## src/rtl/apb_multi_master_pkg.sv

```systemverilog
// Shared types for apb_multi_master: FSM state encoding and APB field widths.
// Latency: n/a. Backpressure: n/a.
package apb_multi_master_pkg;

  localparam int PROT_WIDTH = 3;

  typedef enum logic [1:0] {
    IDLE   = 2'd0,
    SETUP  = 2'd1,
    ACCESS = 2'd2,
    RESP   = 2'd3
  } apb_state_e;

endpackage

```

## src/rtl/apb_multi_master_if.sv

```systemverilog
// Request/response channels plus the APB bus of apb_multi_master.
// Latency: n/a. Backpressure: valid/ready on req and rsp, pready on APB.
interface apb_multi_master_if #(
  parameter int DATASIZE   = 32,
  parameter int ADDRSIZE   = 32,
  parameter int NUM_SLAVES = 10
);
  import apb_multi_master_pkg::*;

  logic                           req_valid;
  logic                           req_ready;
  logic                           req_write;
  logic [ADDRSIZE-1:0]            req_addr;
  logic [DATASIZE-1:0]            req_wdata;
  logic [DATASIZE/8-1:0]          req_strb;
  logic [PROT_WIDTH-1:0]          req_prot;
  logic                           rsp_valid;
  logic                           rsp_ready;
  logic [DATASIZE-1:0]            rsp_rdata;
  logic                           rsp_err;
  logic [NUM_SLAVES-1:0]          PSEL;
  logic                           PENABLE;
  logic [ADDRSIZE-1:0]            PADDR;
  logic [DATASIZE-1:0]            PWDATA;
  logic                           PWRITE;
  logic [PROT_WIDTH-1:0]          PPROT;
  logic [DATASIZE/8-1:0]          PSTRB;
  logic [NUM_SLAVES-1:0]          pready;
  logic [NUM_SLAVES-1:0]          pslverr;
  logic [NUM_SLAVES*DATASIZE-1:0] prdata;

  modport master (
    input  req_valid, req_write, req_addr, req_wdata, req_strb, req_prot, rsp_ready,
           pready, pslverr, prdata,
    output req_ready, rsp_valid, rsp_rdata, rsp_err,
           PSEL, PENABLE, PADDR, PWDATA, PWRITE, PPROT, PSTRB
  );

  modport slave (
    output req_valid, req_write, req_addr, req_wdata, req_strb, req_prot, rsp_ready,
           pready, pslverr, prdata,
    input  req_ready, rsp_valid, rsp_rdata, rsp_err,
           PSEL, PENABLE, PADDR, PWDATA, PWRITE, PPROT, PSTRB
  );

endinterface

```

## src/rtl/apb_multi_master_decoder.sv

```systemverilog
// Combinational APB slave decoder: slave-index field of the address to index, one-hot select and hit.
// Latency: 0 cycles. Backpressure: none.
module apb_slave_decoder #(
  parameter int ADDRSIZE   = 32,
  parameter int NUM_SLAVES = 10,
  parameter int SEL_LSB    = 12,
  parameter int SEL_WIDTH  = 4
) (
  input  logic [ADDRSIZE-1:0]   addr,
  output logic [SEL_WIDTH-1:0]  idx,
  output logic [NUM_SLAVES-1:0] sel,
  output logic                  hit
);

  // Only the index field matters; the rest of the address is deliberately ignored.
  logic unused_addr_bits;
  assign unused_addr_bits = ^addr;

  assign idx = addr[SEL_LSB +: SEL_WIDTH];

  always_comb begin
    sel = '0;
    for (int i = 0; i < NUM_SLAVES; i++) begin
      sel[i] = (idx == SEL_WIDTH'(i));
    end
  end

  assign hit = |sel;

endmodule

```

## src/rtl/apb_multi_master.sv

```systemverilog
// APB master + slave select; ACCESS timeout abort only when APB_MASTER_TIMEOUT_EN is defined.
// Latency: rsp_valid 3 cycles after accept plus wait states; 1 cycle on a decode miss.
// Backpressure: one transfer in flight, req_ready only in IDLE; response held until rsp_ready.
module apb_multi_master
  import apb_multi_master_pkg::*;
#(
  parameter int DATASIZE       = 32,
  parameter int ADDRSIZE       = 32,
  parameter int NUM_SLAVES     = 10,
  parameter int SEL_LSB        = 12,
  parameter int SEL_WIDTH      = 4,
  parameter int TIMEOUT_CYCLES = 255
) (
  input logic                clk,
  input logic                reset,
  apb_multi_master_if.master bus
);

  localparam int STRB_W = DATASIZE / 8;

  if (NUM_SLAVES < 1 || NUM_SLAVES > (2 ** SEL_WIDTH) || TIMEOUT_CYCLES < 1 ||
      (DATASIZE % 8) != 0) begin : g_bad_cfg
    $error("apb_multi_master: illegal parameter combination");
  end

  apb_state_e            state_q, state_d;
  logic [ADDRSIZE-1:0]   addr_q, addr_d;
  logic [DATASIZE-1:0]   wdata_q, wdata_d;
  logic [STRB_W-1:0]     strb_q, strb_d;
  logic [PROT_WIDTH-1:0] prot_q, prot_d;
  logic                  write_q, write_d;
  logic [NUM_SLAVES-1:0] sel_q, sel_d;
  logic [DATASIZE-1:0]   rdata_q, rdata_d;
  logic                  err_q, err_d;

  logic [SEL_WIDTH-1:0]  dec_idx_unused;
  logic [NUM_SLAVES-1:0] dec_sel;
  logic                  dec_hit;

  apb_slave_decoder #(
    .ADDRSIZE  (ADDRSIZE),
    .NUM_SLAVES(NUM_SLAVES),
    .SEL_LSB   (SEL_LSB),
    .SEL_WIDTH (SEL_WIDTH)
  ) u_dec (
    .addr(bus.req_addr),
    .idx (dec_idx_unused),
    .sel (dec_sel),
    .hit (dec_hit)
  );

  // Only the latched slave's ready/error/data are looked at.
  logic [DATASIZE-1:0] rd_mux;
  logic                ready_sel;
  logic                slverr_sel;

  always_comb begin
    rd_mux     = '0;
    ready_sel  = 1'b0;
    slverr_sel = 1'b0;
    for (int i = 0; i < NUM_SLAVES; i++) begin
      if (sel_q[i]) begin
        rd_mux     = bus.prdata[i*DATASIZE +: DATASIZE];
        ready_sel  = bus.pready[i];
        slverr_sel = bus.pslverr[i];
      end
    end
  end

  logic timeout_hit;

`ifdef APB_MASTER_TIMEOUT_EN
  localparam int CNT_W = $clog2(TIMEOUT_CYCLES + 1);
  logic [CNT_W-1:0] cnt_q, cnt_d, cnt_inc;

  // cnt_inc equals the number of ACCESS cycles completed at the end of this cycle.
  always_comb begin
    cnt_inc     = cnt_q + CNT_W'(1);
    cnt_d       = cnt_q;
    timeout_hit = 1'b0;
    if (state_q == SETUP) begin
      cnt_d = '0;
    end else if (state_q == ACCESS) begin
      cnt_d       = cnt_inc;
      timeout_hit = (cnt_inc == CNT_W'(TIMEOUT_CYCLES));
    end
  end

  always_ff @(posedge clk or posedge reset) begin
    if (reset) cnt_q <= '0;
    else       cnt_q <= cnt_d;
  end
`else
  assign timeout_hit = 1'b0;
`endif

  always_comb begin
    state_d = state_q;
    addr_d  = addr_q;
    wdata_d = wdata_q;
    strb_d  = strb_q;
    prot_d  = prot_q;
    write_d = write_q;
    sel_d   = sel_q;
    rdata_d = rdata_q;
    err_d   = err_q;
    case (state_q)
      IDLE: begin
        if (bus.req_valid) begin
          addr_d  = bus.req_addr;
          wdata_d = bus.req_wdata;
          strb_d  = bus.req_strb;
          prot_d  = bus.req_prot;
          write_d = bus.req_write;
          sel_d   = dec_sel;
          if (dec_hit) begin
            state_d = SETUP;
          end else begin
            state_d = RESP;
            rdata_d = '0;
            err_d   = 1'b1;
          end
        end
      end
      SETUP: state_d = ACCESS;
      ACCESS: begin
        // A ready arriving on the limit cycle wins over the abort.
        if (ready_sel) begin
          state_d = RESP;
          err_d   = slverr_sel;
          rdata_d = (write_q || slverr_sel) ? '0 : rd_mux;
        end else if (timeout_hit) begin
          state_d = RESP;
          err_d   = 1'b1;
          rdata_d = '0;
        end
      end
      RESP: begin
        if (bus.rsp_ready) state_d = IDLE;
      end
      default: state_d = IDLE;
    endcase
  end

  always_ff @(posedge clk or posedge reset) begin
    if (reset) begin
      state_q <= IDLE;
      addr_q  <= '0;
      wdata_q <= '0;
      strb_q  <= '0;
      prot_q  <= '0;
      write_q <= 1'b0;
      sel_q   <= '0;
      rdata_q <= '0;
      err_q   <= 1'b0;
    end else begin
      state_q <= state_d;
      addr_q  <= addr_d;
      wdata_q <= wdata_d;
      strb_q  <= strb_d;
      prot_q  <= prot_d;
      write_q <= write_d;
      sel_q   <= sel_d;
      rdata_q <= rdata_d;
      err_q   <= err_d;
    end
  end

  assign bus.req_ready = (state_q == IDLE);
  assign bus.rsp_valid = (state_q == RESP);
  assign bus.rsp_rdata = rdata_q;
  assign bus.rsp_err   = err_q;
  assign bus.PSEL      = (state_q == SETUP || state_q == ACCESS) ? sel_q : '0;
  assign bus.PENABLE   = (state_q == ACCESS);
  assign bus.PADDR     = addr_q;
  assign bus.PWDATA    = wdata_q;
  assign bus.PWRITE    = write_q;
  assign bus.PPROT     = prot_q;
  assign bus.PSTRB     = write_q ? strb_q : '0;

endmodule
```

## src/flat_wrapper.sv

```systemverilog
// flat-port wrapper written by rule: the top's interface ports become plain ports
module apb_multi_master_flat import apb_multi_master_pkg::*;
#(
  parameter int DATASIZE       = 32,
  parameter int ADDRSIZE       = 32,
  parameter int NUM_SLAVES     = 10,
  parameter int SEL_LSB        = 12,
  parameter int SEL_WIDTH      = 4,
  parameter int TIMEOUT_CYCLES = 255
)
  (clk, reset, bus_req_valid, bus_req_write, bus_req_addr, bus_req_wdata, bus_req_strb, bus_req_prot, bus_rsp_ready, bus_pready, bus_pslverr, bus_prdata, bus_req_ready, bus_rsp_valid, bus_rsp_rdata, bus_rsp_err, bus_PSEL, bus_PENABLE, bus_PADDR, bus_PWDATA, bus_PWRITE, bus_PPROT, bus_PSTRB);
  apb_multi_master_if #(.DATASIZE(DATASIZE), .ADDRSIZE(ADDRSIZE), .NUM_SLAVES(NUM_SLAVES)) bus_i ();
  input logic clk;
  input logic reset;
  input wire logic [$bits(bus_i.req_valid)-1:0] bus_req_valid;
  input wire logic [$bits(bus_i.req_write)-1:0] bus_req_write;
  input wire logic [$bits(bus_i.req_addr)-1:0] bus_req_addr;
  input wire logic [$bits(bus_i.req_wdata)-1:0] bus_req_wdata;
  input wire logic [$bits(bus_i.req_strb)-1:0] bus_req_strb;
  input wire logic [$bits(bus_i.req_prot)-1:0] bus_req_prot;
  input wire logic [$bits(bus_i.rsp_ready)-1:0] bus_rsp_ready;
  input wire logic [$bits(bus_i.pready)-1:0] bus_pready;
  input wire logic [$bits(bus_i.pslverr)-1:0] bus_pslverr;
  input wire logic [$bits(bus_i.prdata)-1:0] bus_prdata;
  output wire logic [$bits(bus_i.req_ready)-1:0] bus_req_ready;
  output wire logic [$bits(bus_i.rsp_valid)-1:0] bus_rsp_valid;
  output wire logic [$bits(bus_i.rsp_rdata)-1:0] bus_rsp_rdata;
  output wire logic [$bits(bus_i.rsp_err)-1:0] bus_rsp_err;
  output wire logic [$bits(bus_i.PSEL)-1:0] bus_PSEL;
  output wire logic [$bits(bus_i.PENABLE)-1:0] bus_PENABLE;
  output wire logic [$bits(bus_i.PADDR)-1:0] bus_PADDR;
  output wire logic [$bits(bus_i.PWDATA)-1:0] bus_PWDATA;
  output wire logic [$bits(bus_i.PWRITE)-1:0] bus_PWRITE;
  output wire logic [$bits(bus_i.PPROT)-1:0] bus_PPROT;
  output wire logic [$bits(bus_i.PSTRB)-1:0] bus_PSTRB;
  assign bus_i.req_valid = bus_req_valid;
  assign bus_i.req_write = bus_req_write;
  assign bus_i.req_addr = bus_req_addr;
  assign bus_i.req_wdata = bus_req_wdata;
  assign bus_i.req_strb = bus_req_strb;
  assign bus_i.req_prot = bus_req_prot;
  assign bus_i.rsp_ready = bus_rsp_ready;
  assign bus_i.pready = bus_pready;
  assign bus_i.pslverr = bus_pslverr;
  assign bus_i.prdata = bus_prdata;
  assign bus_req_ready = bus_i.req_ready;
  assign bus_rsp_valid = bus_i.rsp_valid;
  assign bus_rsp_rdata = bus_i.rsp_rdata;
  assign bus_rsp_err = bus_i.rsp_err;
  assign bus_PSEL = bus_i.PSEL;
  assign bus_PENABLE = bus_i.PENABLE;
  assign bus_PADDR = bus_i.PADDR;
  assign bus_PWDATA = bus_i.PWDATA;
  assign bus_PWRITE = bus_i.PWRITE;
  assign bus_PPROT = bus_i.PPROT;
  assign bus_PSTRB = bus_i.PSTRB;
  apb_multi_master #(.DATASIZE(DATASIZE), .ADDRSIZE(ADDRSIZE), .NUM_SLAVES(NUM_SLAVES), .SEL_LSB(SEL_LSB), .SEL_WIDTH(SEL_WIDTH), .TIMEOUT_CYCLES(TIMEOUT_CYCLES)) u_core (.clk(clk), .reset(reset), .bus(bus_i));
endmodule
```

## config.mk

```make
export PLATFORM = sky130hd
export DESIGN_NAME = apb_multi_master_flat
export DESIGN_NICKNAME = d
export VERILOG_FILES = /design/src/rtl/apb_multi_master_pkg.sv /design/src/rtl/apb_multi_master_if.sv /design/src/rtl/apb_multi_master_decoder.sv /design/src/rtl/apb_multi_master.sv /design/src/flat_wrapper.sv
export SDC_FILE = /design/constraint.sdc
export NUM_CORES = 1
export LEC_CHECK = 0
export ABC_AREA = 1
export BUFFER_PORTS_ARGS = -buffer_cell sky130_fd_sc_hd__buf_2
export CAP_MARGIN = 10
export CORE_AREA = 4 4 206 208
export CTS_BUF_LIST = sky130_fd_sc_hd__clkbuf_16
export DETAILED_ROUTE_END_ITERATION = 12
export DIE_AREA = 0 0 210 212
export PLACE_DENSITY = 0.47
export SYNTH_ARGS = -nofsm -noshare
export SYNTH_HDL_FRONTEND = slang
export SYNTH_HIERARCHICAL = 1
export SYNTH_SLANG_ARGS = --single-unit
```

## constraint.sdc

```tcl
create_clock -name clk -period 3.3 [get_ports clk]
set_input_delay 0.165 -clock clk [delete_from_list [all_inputs] [get_ports clk]]
set_output_delay 0.165 -clock clk [all_outputs]
set_load 0.01 [all_outputs]
```

## After elaboration in Yosys (flattened, before gate mapping)

Index checks and enable logic that the tools add are counted.

| cells by class | value |
|---|---|
| add/sub/neg operators | 0 |
| multiply operators | 0 |
| divide/modulo/power cells | 0 |
| order comparisons | 0 |
| equal/unequal tests | 16 |
| shifts and indexed selects | 0 |
| mux-type cells | 46 |
| bitwise operators | 0 |
| reductions and logical operators | 9 |

Operators by type and width:

| kind | number |
|---|---|
| 32-bit two-way mux | 14 |
| 32-bit case mux with 2 select lines | 1 |
| 1-bit two-way mux | 23 |
| 4-bit by 3-bit equality test with 1-bit output, second input constant | 4 |
| 10-bit two-way mux | 1 |
| 10-bit OR reduction | 1 |
| 4-bit by 2-bit equality test with 1-bit output, second input constant | 2 |
| 4-bit equality test, second input constant | 2 |
| 2-bit two-way mux | 4 |
| 2-bit case mux with 4 select lines | 1 |
| 2-bit != test, second input constant | 3 |
| 2-bit equality test, second input constant | 2 |
| 4-bit by 1-bit equality test with 1-bit output, second input constant | 1 |
| 4-bit zero test | 1 |
| 4-bit two-way mux | 1 |
| 4-bit AND reduction | 1 |
| 3-bit AND reduction | 1 |
| 2-bit by 1-bit equality test with 1-bit output, second input constant | 1 |
| 2-bit zero test | 1 |
| 1-bit logical OR | 2 |
| 2-bit by 1-bit != test with 1-bit output, second input constant | 1 |
| 1-bit case mux with 2 select lines | 1 |
| 2-bit AND reduction | 1 |
| 2-bit nonzero test | 1 |

| word-level totals | value |
|---|---|
| register bits after elaboration | 117 |
| bits in latches | 0 |
| memory bits (writable) | 0 |
| ROM bits | 0 |
| input bits | 416 |
| output and inout port bits | 118 |
| word-level logic and storage cells | 80 |
| memories kept | 0 |

## Depth between registers and ports, before layout

Gate-level depths: netlist (run 1).

| logic depth | value |
|---|---|
| depth after elaboration | 14 |
| gate-level depth with buffers | 17 |
| gate-level depth less buffers | 15 |

## Cells and area by module

The synthesis (run 1) kept the hierarchy.

Modules (own cells, without submodules):

| module | times used | cells an instance | area an instance (um^2) | seq. area each (um^2) |
|---|---|---|---|---|
| apb_multi_master | 1 | 1,274 | 8,311.7 | 2,927.8 |
| apb_slave_decoder | 1 | 26 | 118.9 | 0.0 |

## Worst setup path before layout (run 1)

No wires, ideal clock.

| path | value |
|---|---|
| path type | reg-to-reg |
| start | register u_core.state_q[0] |
| end | register u_core.sel_q[8] |
| library setup time | 0.128 ns |
| data arrival time | 1.574 ns |
| data required time | 3.172 ns |
| path slack | 1.598 ns |
| stages on the path, launching flop included | 6 |
| path buffers | 1 |
| period minus slack after synthesis | 1.702 ns |
| cells stage by stage | dfrtp_1 inv_1 ha_1 nand2_1 buf_1 mux2_1 |

| on the way | value |
|---|---|
| cells in the longest elaborated chain, start to end | 2 |

RTL lines:

| element | line | RTL |
|---|---|---|
| from (decl) | apb_multi_master.sv:26 | `apb_state_e state_q, state_d;` |
| from (signal assigned) | apb_multi_master.sv:157 | `state_q <= state_d;` |
| 2-bit zero test | - |  |
| net bus_req_ready | flat_wrapper.sv:25 | `output wire logic [$bits(bus_i.req_ready)-1:0] bus_req_ready;` |
| 2-bit AND reduction (no source line) | - |  |
| to (signal assigned) | apb_multi_master.sv:163 | `sel_q <= sel_d;` |
| to (decl) | apb_multi_master.sv:32 | `logic [NUM_SLAVES-1:0] sel_q, sel_d;` |

The timed path passes the listed nets, and every way through them passes these cells.
A chain may end at the register's enable or synchronous reset.

## Final worst setup path (run 1)

| path | value |
|---|---|
| start | register u_core.sel_q[1] |
| end | register u_core.rdata_q[17] (netlist: u_core/bus.rsp_rdata[17]) |

| on the way | value |
|---|---|
| cells in the longest elaborated chain, start to end | 13 |
| elaborated cells between the ends (all ways) | 33 |
| those cells by class | 1 x eq/ne; 30 x mux; 2 x reduce/logical |

RTL lines:

| element | line | RTL |
|---|---|---|
| 1-bit two-way mux (9 in series) | apb_multi_master.sv:62 | `if (sel_q[i]) begin` |
| 1-bit logical OR | apb_multi_master.sv:131 | `rdata_d = (write_q \|\| slverr_sel) ? '0 : rd_mux;` |
| 32-bit two-way mux | apb_multi_master.sv:131 |  |
| 32-bit two-way mux | apb_multi_master.sv:128 | `if (ready_sel) begin` |
| 32-bit case mux with 2 select lines | apb_multi_master.sv:107 | `case (state_q)` |
| to (signal assigned) | apb_multi_master.sv:164 | `rdata_q <= rdata_d;` |
| to (decl) | apb_multi_master.sv:33 | `logic [DATASIZE-1:0] rdata_q, rdata_d;` |

Parallel ways exist; a longest one is shown, timed or not. The select of a mux whose other input is x is not followed.

==> results of run 1 <==
[through the flow]
stage,utilization (%),hold slack [ps],std cells,area (sq um),setup WS [ps]
2_1_floorplan,-,296.7,1296,8401,34.23
3_3_place_gp,28.40,375.8,2288,11520,875.8
3_5_place_dp,28.40,377.9,2288,11520,856.3
4_1_cts,31.63,36.40,2392,12830,848.3
5_1_grt,31.66,71.60,2397,12840,549.3
6_report,31.67,50.75,2399,12840,860.7
[state kept, by name (all words and copies together) (netlist names)]
signal and count:
u_core/state_q 2, u_core/bus.PWDATA 32, u_core/strb_q 4, u_core/bus.PADDR 32, u_core/bus.rsp_rdata 32, u_core/bus.PPROT 3
u_core/bus.rsp_err 1, u_core/bus.PWRITE 1, u_core/sel_q 10
[power by group through the flow]
stage               clock network (mW)  logic, mW  registers [mW]
floorplan                            0       3.87            2.62
global placement                     0       6.59            2.50
detailed placement                   0       6.59            2.52
CTS                               1.94       6.68            2.51
global route                      2.00       7.30            2.61
finish                            1.89       6.53            2.51
[cell type report]
| type | count | area [sq um] | share of cell area (%) |
|---|---|---|---|
| diodes | 7 | 17.52 | 0.1364 |
| clock buffers | 17 | 425.4 | 3.312 |
| clock inverters | 15 | 165.2 | 1.286 |
| inverters | 72 | 277.8 | 2.162 |
| multi-input cells | 1015 | 4790 | 37.29 |
| flip-flops and latches | 117 | 2935 | 22.85 |
| well taps | 532 | 665.6 | 5.182 |
| repair buffers | 624 | 3568 | 27.78 |
[metal layers]
layer,wire length (um),GRT usage (%),vias to the layer above
met4,1285,6.661,14
li1,-,-,5198
met1,17250,22.50,4787
met2,21910,33.56,462
met5,77,0,-
met3,4341,6.773,62
[worst max-delay path by stage]
stage	to	slack, ps	depth (start not counted)
global route	u_core/bus.rsp_rdata[8]$_DFFE_PP0P_	550	15
global placement	u_core/bus.rsp_rdata[8]$_DFFE_PP0P_	880	15
CTS	u_core/bus.rsp_rdata[8]$_DFFE_PP0P_	850	15
detailed placement	u_core/bus.rsp_rdata[8]$_DFFE_PP0P_	860	15
floorplan	u_core/bus.PADDR[0]$_DFFE_PP0P_	30	1
finish	u_core/bus.rsp_rdata[17]$_DFFE_PP0P_	860	15
[repair_timing]
action | 4_1_cts | 5_1_grt
endpoints found under the hold margin | 153 | 0
hold buffers | 72 | 0
setup buffers | 0 | 0
[critical path, stage by stage, from the launching register on]
cell and delay, ps:
dfrtp_1 430, inv_2 210, buf_4 480, nand2_1 110, o211ai_1 120, nand3_1 150
nand2_1 90, nand2_1 130, nand2_1 120, nand2_1 50, nand2_1 70, nand2_1 90
nand2_1 70, nor2_1 50, nand2_1 80, nand2_1 50
==> metrics, run 1 <==
Tot Pwr around 11 mW; DRC Markers 0; period utilization 73.92%; PD cells between 800 and 900 mW/mm^2; worst-skew pair later-pin latency around 440 ps; Slew Limit Fails 0; Endpoint, Worst Hold u_core/bus.PADDR[13]$_DFFE_PP0P_; CP required around 3600 ps; GR Util All Layers between 15 and 20%; worst hold path depth 2; total of warnings raised by yosys 6; Avg Inst Size Synth between 6 and 7 sq um; Critical Path AT about 2800 ps; Starting DRT DRC Count a little under 700; num ports between 500 and 600; Clk Tree Root Cell clkbuf_16; post-cts sizing count 0; Clock Skew 11.87 ps; total negative slack 0 ps; HP Class input port to flip-flop; Vias between 10k and 15k; # clock sinks 117; row cnt 74; TritonCTS Buffers 17; first-pass GRT wire length 65660 um; clock power share 17.3%; Post-DP HPWL roughly 35000 um; Port-buffer cells between 500 and 600; fin nets 2266; Die Y-Extent 212 um; VDD IR max a little under 0.5 mV; RSZ-0062 raised after global routing no; leakage 7.070 nW; max cap viols 0; Post-Route WL 44860 um; initial antenna violation count 16; CP Class flip-flop to flip-flop; Worst Max-Slew Pin Slew 815.5 ps; synthesized instance count around 1.3k; DIE AREA 0.04452 sq mm; most frequent cells in the layout buf_2, nand2_1, nor2_1; Fmax achieved ~410 MHz; combinational power share approximately 60%; Fin. Hold Viols 0; layout cells sized above 1 32.31%; Pre-antenna DRT Iters 5; CP Capture Type flip-flop; CP max FO between 50 and 60; CP Launch Point u_core/sel_q[1]$_DFFE_PP0P_; area of the core 0.04055 sq mm; vias in the first global route between 10k and 15k; internal power 5.501 mW; CTS H-tree lvls 4; Clock Pin Slew Worst Setup and Hold Paths roughly 60 ps; Initial Util slightly above 20%; CTS tree built; worst reg2reg path depth 15; Slew Limit Headroom a little under half; Detail Route Antenna Nets 0; shortest period the worst path allows around 2400 ps; Placer Congestion approximately 0.9; Reg power frac 23.0%; Mapped Area 0.008401 sq mm; Worst R2R Start u_core/sel_q[1]$_DFFE_PP0P_; # setup viols final 0; hold_sp bus_req_addr[13]; gr ovfl total 0; vias per cell approximately 4.4; Die Wd about 210 um; switching power between 5 and 6 mW; status completed; crit path launch type flip-flop; commonest non-fill, non-tap cell in the layout buf_2; R2R Setup Slk ~860 ps; switching share of power around half; syn_nets about 1.7k; Area growth syn-to-layout 52.90%; largest net degree at the start of global routing between 80 and 90; fill count 4568; clock tree buffer depth 2; DR WL/cell about 19 um; reg-to-reg endpoint u_core/bus.rsp_rdata[17]$_DFFE_PP0P_
Power figures use the tool's default switching activity.
==> run 2: changes to the inputs <==
- CORE_AREA: 4 4 206 208 -> 4 4 203 205
- DIE_AREA: 0 0 210 212 -> 0 0 207 209
- PLACE_DENSITY: 0.47 -> 0.46
- clock period: 3.3 -> 2.5 ns (I/O delays scaled with it)
==> run 2 against run 1 <==
  * Critical path depth grew 1
  * Total power rose by 35%
  * Register-to-register slack got worse by 520 ps
  * Critical path type unchanged
  * Via count grew 1.1%
  * Clock power is 39% higher
  * Critical endpoint is now u_core/bus.rsp_rdata[12]$_DFFE_PP0P_
  * Sequential power rose by 32%
  * Sequential share of layout area is 0.29 points lower
==> metrics, run 2 (synthesis gave the netlist of run 1 again) <==
HP Class input port to flip-flop; Slew Limit Fails 0; Largest stage delay, worst path about 440 ps; Clk Tree Root Cell clkbuf_16; Initial Util around a fifth; num ports approximately 530; fin cells ~2.4k; shortest period the worst path allows roughly 2200 ps; CTS H-tree lvls 4; PD cells between 1000 and 1500 mW/mm^2; CP Capture Type flip-flop; first-pass GRT wire length 66610 um; GR Util All Layers approximately a fifth; largest net degree at the start of global routing 66; Starting DRT DRC Count roughly 740; max cap viols 0; VDD IR max 0.6332 mV; Post-Route WL 44440 um; fin nets between 2k and 2.5k; Critical Path AT 2480 ps; initial antenna violation count 9; Reg power frac between 20 and 25%; Placement Cell Area approximately 0.012 sq mm; Vias roughly 11k; clock power share between 10% and 20%; CTS tree built; # setup viols final 0; Crit path top cell by count nand2_1; CP max FO 34; area of the core 0.03946 sq mm; CP Class flip-flop to flip-flop; Fmax achieved between 400 and 500 MHz; commonest non-fill, non-tap cell in the layout buf_2; Die Y-Extent 209 um; DIE AREA 0.04326 sq mm; Clock Skew 7.298 ps; clock tree buffer depth 2; Placer Congestion between 0.8 and 0.9; Post-DP HPWL 35010 um; Crit-path slowest cell dfrtp_1; Pre-antenna DRT Iters 5; # clock sinks between 100 and 150; fill count approximately 4.4k; status completed; placed cells 2285; Fin. Hold Viols 0; most frequent cells in the layout buf_2, nand2_1, nor2_1; CP required about 2800 ps; worst-skew pair later-pin latency 440 ps; leakage between 7 and 8 nW; vias per cell 4.447; switching share of power roughly half; Clock Pin Slew Worst Setup and Hold Paths 60 ps; total negative slack 0 ps; worst path cell trace inv_2, buf_4, nand3_1, nand2_1, nand2_1, nand2_1, nand3_1, nand3_1, nand2_1, nand2_1, nand2_1, nand2_2, nand3_4, buf_4, nand2_1, nand2_1; combinational power share between 50% and 60%; post-route core utilization around a third; vias in the first global route 10.91k; internal power roughly 7.5 mW; RSZ-0062 raised after global routing no; layout cells sized above 1 32.65%; Slew Limit Headroom just over 60%; Worst Max-Slew Pin Slew ~570 ps; row cnt 73; Detail Route Antenna Nets 0; DR WL/cell roughly 19 um; period utilization between 80 and 90%; Finished Cell Area roughly 0.013 sq mm; DRC Markers 0; gr ovfl total 0; Port-buffer cells roughly 530; TritonCTS Buffers 17; switching power 7.268 mW; Area growth syn-to-layout 54.83%; crit path launch type flip-flop; Die Wd ~210 um
[run 2: changes by cell type in the layout (fill, tap and decap cells not counted), sizes merged]
| cell | change |
|---|---|
| clkinvlp | -2 |
| diode | -4 |
| clkinv | +1 |
| inv | +1 |
| dlygate4sd3 | +1 |
| buf | +4 |
[run 2: area by class of cell]
type,instances,area (sq um),share of cell area [%]
Multi-Input combinational cell,1015,4790,36.83
Timing Repair Buffer,629,3721,28.61
Sequential cell,117,2934,22.56
Tap cell,525,656.9,5.051
Clock buffer,17,425.4,3.271
Inverter,72,276.5,2.126
Clock inverter,15,195.2,1.501
Antenna cell,3,7.507,0.05772
[run 2: critical path, delay by kind of cell (launching register included)]
family | cells | cell delay [ps]
DFF | 1 | 440
and+or+nand+nor | 13 | 1010
buffers and inverters | 3 | 580
[run 2: stage by stage]
step	setup slack [ps]	power [mW]	hold slack (ps)
detailed placement	309.9	12.22	226.5
global placement	368.7	12.21	211.9
global route	52.04	16.18	126.7
floorplan	798.5	8.565	256.7
CTS	293.1	15.04	88.45
finish	343.4	14.76	106.7
[run 2: power by group through the flow]
stage | Sequential [mW] | Combinational (mW) | Clock [mW]
floorplan | 3.45 | 5.11 | 0
global route | 3.44 | 9.93 | 2.81
CTS | 3.32 | 9.01 | 2.72
finish | 3.31 | 8.82 | 2.63
detailed placement | 3.33 | 8.89 | 0
global placement | 3.32 | 8.89 | 0
[run 2: final timing paths]
path	end	startpoint	slack [ps]	cells past startpoint
min in group asynchronous	u_core/bus.PWDATA[9]$_DFFE_PP0P_	reset	300	3
worst max-delay path	u_core/bus.rsp_rdata[12]$_DFFE_PP0P_	u_core/sel_q[1]$_DFFE_PP0P_	340	16
worst min register to register	u_core/bus.rsp_rdata[3]$_DFFE_PP0P_	u_core/bus.rsp_rdata[3]$_DFFE_PP0P_	470	2
worst min-delay path	u_core/bus.rsp_rdata[4]$_DFFE_PP0P_	bus_prdata[292]	110	7
worst max register to register	u_core/bus.rsp_rdata[12]$_DFFE_PP0P_	u_core/sel_q[1]$_DFFE_PP0P_	340	16
max in group asynchronous	u_core/bus.rsp_rdata[22]$_DFFE_PP0P_	reset	1320	4
[run 2: layer usage]
layer | up-vias | track usage [%] | share of wire [%]
li1 | 5225 | - | -
met3 | 53 | 6.966 | 8.7
met2 | 466 | 34.64 | 49
met4 | 16 | 5.039 | 2.2
met5 | - | 0 | 0.22
met1 | 4881 | 23.56 | 40
[run 2: repair_timing]
action                                  in CTS  in global routing
hold endpoints to repair                    94                  0
hold buffers                                73                  0
setup buffers                                0                  0
resized for setup                            0                  0
endpoints found under the setup margin       0                  0
